**config.mk**
```make
export PLATFORM = sky130hd
export DESIGN_NAME = buffer_fifo
export DESIGN_NICKNAME = d
export VERILOG_FILES = /design/src/rtl/buffer_fifo.sv
export SDC_FILE = /design/constraint.sdc
export NUM_CORES = 1
export LEC_CHECK = 0
export BUFFER_PORTS_ARGS = -buffer_cell sky130_fd_sc_hd__buf_2
export CAP_MARGIN = 20
export CORE_MARGIN = 3
export CORE_UTILIZATION = 45
export CTS_BUF_LIST = sky130_fd_sc_hd__clkbuf_4 sky130_fd_sc_hd__clkbuf_8
export DETAILED_ROUTE_END_ITERATION = 16
export SLEW_MARGIN = 10
export SYNTH_ARGS = -nofsm -noshare
export SYNTH_HDL_FRONTEND = slang
export SYNTH_SLANG_ARGS = --single-unit
```
**constraint.sdc**
```tcl
create_clock -name clk -period 4 [get_ports clk]
set_input_delay 0.2 -clock clk [delete_from_list [all_inputs] [get_ports clk]]
set_output_delay 0.2 -clock clk [all_outputs]
set_load 0.01 [all_outputs]
```
**src/rtl/buffer_fifo.sv**
```systemverilog
// buffer_fifo: parametrised single-clock FIFO with occupancy count, almost-full stall and sticky error flags.
// Define BUFFER_FIFO_FWFT_EN for first-word-fall-through reads; otherwise reads are registered.
module buffer_fifo #(
  parameter int WIDTH    = 16,
  parameter int DEPTH    = 8,
  parameter int AF_LEVEL = 6
) (
  input  logic                     clk,
  input  logic                     rst,
  input  logic                     clear,
  input  logic                     data_1_en,
  input  logic [WIDTH-1:0]         data_1,
  input  logic                     data_2_rd,
  output logic [WIDTH-1:0]         data_2,
  output logic                     data_2_valid,
  output logic                     buffer_empty,
  output logic                     buffer_full,
  output logic                     buffer_almost_full,
  output logic [$clog2(DEPTH):0]   buffer_count,
  output logic                     overflow,
  output logic                     underflow
);

  localparam int AW = $clog2(DEPTH);
  localparam int CW = AW + 1;
  localparam logic [AW-1:0] PTR_ONE = 1;
  localparam logic [CW-1:0] CNT_ONE = 1;

  logic [WIDTH-1:0] mem [DEPTH];
  logic [AW-1:0]    wr_ptr;
  logic [AW-1:0]    rd_ptr;
  logic [CW-1:0]    count;
  logic             wr_acc;
  logic             rd_acc;

  // Handshake: a write is taken when data_1_en is high and the FIFO is not full;
  // a read is taken when data_2_rd is high and the FIFO is not empty. Both are
  // judged on the state at the start of the cycle; rejected requests only set
  // the matching sticky error flag.
  assign wr_acc = data_1_en && !buffer_full;
  assign rd_acc = data_2_rd && !buffer_empty;

  assign buffer_count       = count;
  assign buffer_empty       = (count == '0);
  assign buffer_full        = (count == CW'(DEPTH));
  assign buffer_almost_full = (count >= CW'(AF_LEVEL));

  always_ff @(posedge clk) begin
    if (wr_acc && !clear) begin
      mem[wr_ptr] <= data_1;
    end
  end

  always_ff @(posedge clk or posedge rst) begin
    if (rst) begin
      wr_ptr    <= '0;
      rd_ptr    <= '0;
      count     <= '0;
      overflow  <= 1'b0;
      underflow <= 1'b0;
    end else if (clear) begin
      wr_ptr    <= '0;
      rd_ptr    <= '0;
      count     <= '0;
      overflow  <= 1'b0;
      underflow <= 1'b0;
    end else begin
      if (wr_acc) wr_ptr <= wr_ptr + PTR_ONE;
      if (rd_acc) rd_ptr <= rd_ptr + PTR_ONE;
      case ({wr_acc, rd_acc})
        2'b10:   count <= count + CNT_ONE;
        2'b01:   count <= count - CNT_ONE;
        default: count <= count;
      endcase
      overflow  <= overflow  | (data_1_en & buffer_full);
      underflow <= underflow | (data_2_rd & buffer_empty);
    end
  end

`ifdef BUFFER_FIFO_FWFT_EN
  // Head word is shown directly; forced to zero while empty so reset reads as 0.
  assign data_2       = buffer_empty ? '0 : mem[rd_ptr];
  assign data_2_valid = !buffer_empty;
`else
  always_ff @(posedge clk or posedge rst) begin
    if (rst) begin
      data_2       <= '0;
      data_2_valid <= 1'b0;
    end else if (clear) begin
      data_2_valid <= 1'b0;
    end else begin
      data_2_valid <= rd_acc;
      if (rd_acc) data_2 <= mem[rd_ptr];
    end
  end
`endif

endmodule

```
==> run summary <==
The run finished with clean final reports. The cell area that synthesis handed to floorplanning was 6210 um^2. The final layout contains 415 nets. The post-detailed-route count of antenna-violating nets came out at 0.

The floorplan step defined a die boundary enclosing 15,200 um^2. Max-cap violations in this run came to 0. The tools report the hold buffer count at CTS as 1.

The number of antenna violations at the first check in global routing is 0. For the worst-skew pair, the clock arrives at the later sink with an insertion delay of 0.44 ns. The post-route clock period utilization was 0.540.

The biggest area contributor in the post-synthesis netlist is sky130_fd_sc_hd__edfxtp_1. The setup TNS was 0 ns. The tools report the number of remaining DRC errors as 0. The longest clock path from root to sink contains 2 buffers.

After clock tree synthesis, the clock-pin slew on the worst setup and hold paths is 0.09 ns. Dividing the detail-routed wire length by the instance count gives 19.1 um. VDD sags by at most 301 uV.

The final number of hold-violating endpoints is 0, and the synthesized net count is 352. The number of I/O port buffers is 46, and the power density over the cells is 592 nW/um^2. Global router's overall resource usage: 0.158. For this design, the slowest cell found on the critical path is sky130_fd_sc_hd__dfrtp_2. Entering global routing, the biggest net connects 35 pins. The last weighted congestion value of the routability-driven placer is 0.718.

The number of inserted diodes is 0, and the top-area cell type share of the netlist area is 0.619. For the effective utilization at floorplan, the log shows 0.465. TritonCTS built the clock tree. The clock tree synthesis step divided the H-tree into 4 levels. The path class of the tightest hold or removal check is in2reg.

For the pin with the worst max-slew slack, the measured transition is 0.838 ns. Setup violations remaining at the end of the flow were counted as 0. Counting the buffers created by CTS gives 17. During I/O placement, the number of pins put on the boundary was 47.

From left edge to right edge, the die measures 123 um. Clock tree synthesis selected as its root buffer the cell sky130_fd_sc_hd__clkbuf_8. Walking the worst path, the cells encountered are buf_4 -> mux4_2 -> mux2i_1 -> a21oi_1. The critical path buffer and inverter count works out to 1. Synthesis instantiated 37 different standard cells from the library. Ranked by total cell area, the synthesized netlist is headed by sky130_fd_sc_hd__edfxtp_1 (62%), sky130_fd_sc_hd__dfrtp_1 (12%), sky130_fd_sc_hd__mux4_2 (12%). Summed over all cells, the static leakage comes to 2.43 nW. The aggregate routed wire length was 11,000 um.

Based on the critical path, the design can be clocked at up to 463 MHz. The number of post-CTS setup repair buffers came out at 0. Largest fanout on the critical path: 23.

The number of synthesized register bits was 157; the placement row count was 42. The worst setup path is captured at a register. The run gives 327 as the post-synthesis instance total. Category of the critical setup timing path: reg2reg.

Setup repair after global routing left no endpoint under its margin. Using the TritonRoute via totals, the vias-per-cell ratio works out to 5.27. The overall overflow remaining after global route is 0, and the wire length of the first global-routing pass is 17,300 um.

Clock skew on the completed layout was measured at 0.0146 ns. After clock tree synthesis, the repair step resized 0 gates. The tools report the clock net sink count as 157. The tools report the startpoint type of the worst setup path as a register. Die height: 123 um. The final route contains 3,050 vias.

After layout, the minimum clock period comes to 2.16 ns. The count of yosys warnings during synthesis is 0, and the longest individual stage delay on the worst path is 0.88 ns. The violation count after the first detailed-routing iteration was 213.

The wire-length estimate of the detail-placed layout is 6380 um. STA puts the critical path data required time at 4.30 ns. The pre-antenna-repair detailed-routing pass consisted of 4 iterations.

The number of global-route vias before repair came out at 3,095. At the worst endpoint, the arrival time is 2.46 ns. The fraction of layout cells with a size suffix above 1 is 0.340, and the core outline area is 13,300 um^2. The final total power came out at 0.00418 W.

The mean instance size in the synthesized netlist was 19.0 um^2; the final-report max-slew violation count was 0. The run gives 0.736 as the post-synthesis sequential area ratio. The layout overhead on the synthesized area is 13.8%.

The kind of cell with the highest combined delay along the critical path is flip-flops. The remaining max-slew budget at the tightest pin is 0.441.
[metrics by stage]
stage	utilization	instances	instance area [um^2]	hold slack [ns]	worst slack [ns]
floorplan	-	327	6210	0.263	1.49
global placement	0.498	544	6640	0.309	1.81
detailed placement	0.498	544	6640	0.322	1.78
CTS	0.528	577	7040	0.00442	1.76
global route	0.529	579	7060	0.00332	1.63
finish	0.529	579	7060	0.0247	1.84
[state kept, by name, summed over array words and instances, names as in the netlist]
register / cells
mem: 128
data_2: 16
data_2_valid: 1
overflow: 1
rd_ptr: 3
buffer_count: 4
underflow: 1
wr_ptr: 3
[where the power goes]
part | leakage, nW | internal [W] | switching (W) | total, W
Sequential | 1.50 | 0.00193 | 0.000181 | 0.00211
Combinational | 0.733 | 0.000482 | 0.000443 | 0.000925
Clock | 0.196 | 0.000580 | 0.000570 | 0.00115
[cells in the final DEF (no fill, tap or decap), drive strengths merged, types with 2 or more instances in the layout]
| cell | count |
|---|---|
| dfrtp | 29 |
| nor3b | 2 |
| bufinv | 2 |
| clkinv | 5 |
| dlygate4sd3 | 3 |
| nand3 | 2 |
| xnor2 | 2 |
| buf | 58 |
| clkbuf | 19 |
| nand2b | 3 |
| clkinvlp | 3 |
| inv | 7 |
| nor3 | 3 |
| xor2 | 5 |
| o21ai | 3 |
| ha | 4 |
| nor2 | 35 |
| a21oi | 22 |
| mux4 | 32 |
| edfxtp | 128 |
| mux2i | 20 |
| nand2 | 7 |
[synth_stat cells, drive strengths merged]
cell type,n
nor2b,1
ha,4
clkbuf,2
or4,1
o21ai,3
dfrtp,29
or3,1
a22oi,1
mux2i,20
nor2,35
a21oi,22
nand4b,1
nor3,3
nand2,7
edfxtp,128
xor2,5
xnor2,2
mux4,32
nor3b,2
nand2b,3
or2,1
o211ai,1
buf,15
nand3,2
a221oi,1
maj3,1
inv,4
[area by class of cell]
cell class | instances | area [um^2]
fillers | 1120 | 6280
flip-flops and latches | 157 | 4570
multi-input cells | 149 | 1510
repair buffers | 61 | 350
clock buffers | 19 | 255
well taps | 176 | 220
clock inverters | 13 | 138
inverters | 4 | 15.0
[layer usage]
layer,part of all wire,routed length (um),GRT usage
met5,0,0,0
met4,0.015,163,0.0561
met3,0.033,365,0.0398
met2,0.51,5660,0.255
met1,0.44,4850,0.210
[kinds of logic after synthesis]
kind of cell	count (synthesis)	synth area share
DFF	157	0.736
AOI/OAI and AO/OA	28	0.0260
muxes	52	0.148
xor gates and xnor gates	7	0.00988
adders and majority gates	5	0.00988
buffers and inverters	21	0.0210
and+or+nand+nor	57	0.0490
[worst reg2reg max path: cells and delay by family (launching register included)]
| family | cells | cell delay [ns] |
|---|---|---|
| DFF | 1 | 0.88 |
| muxes | 2 | 0.68 |
| buffers and inverters | 1 | 0.39 |
| AOI/OAI and AO/OA | 1 | 0.08 |
[path summary, 6_finish.rpt]
check,from,end,slack (ns),cells past startpoint
max in group asynchronous,rst,rd_ptr[0]$_DFFE_PP0P_,2.88,4
min in group asynchronous,rst,data_2[10]$_DFFE_PP0P_,0.39,3
max reg2reg,rd_ptr[0]$_DFFE_PP0P_,data_2[1]$_DFFE_PP0P_,1.84,4
min reg2reg,overflow$_DFF_PP0_,overflow$_DFF_PP0_,0.50,2
max,rd_ptr[0]$_DFFE_PP0P_,data_2[1]$_DFFE_PP0P_,1.84,4
min,data_1[9],mem[5][9]$_DFFE_PP_,0.02,1
(Power assumes the default switching activity.)
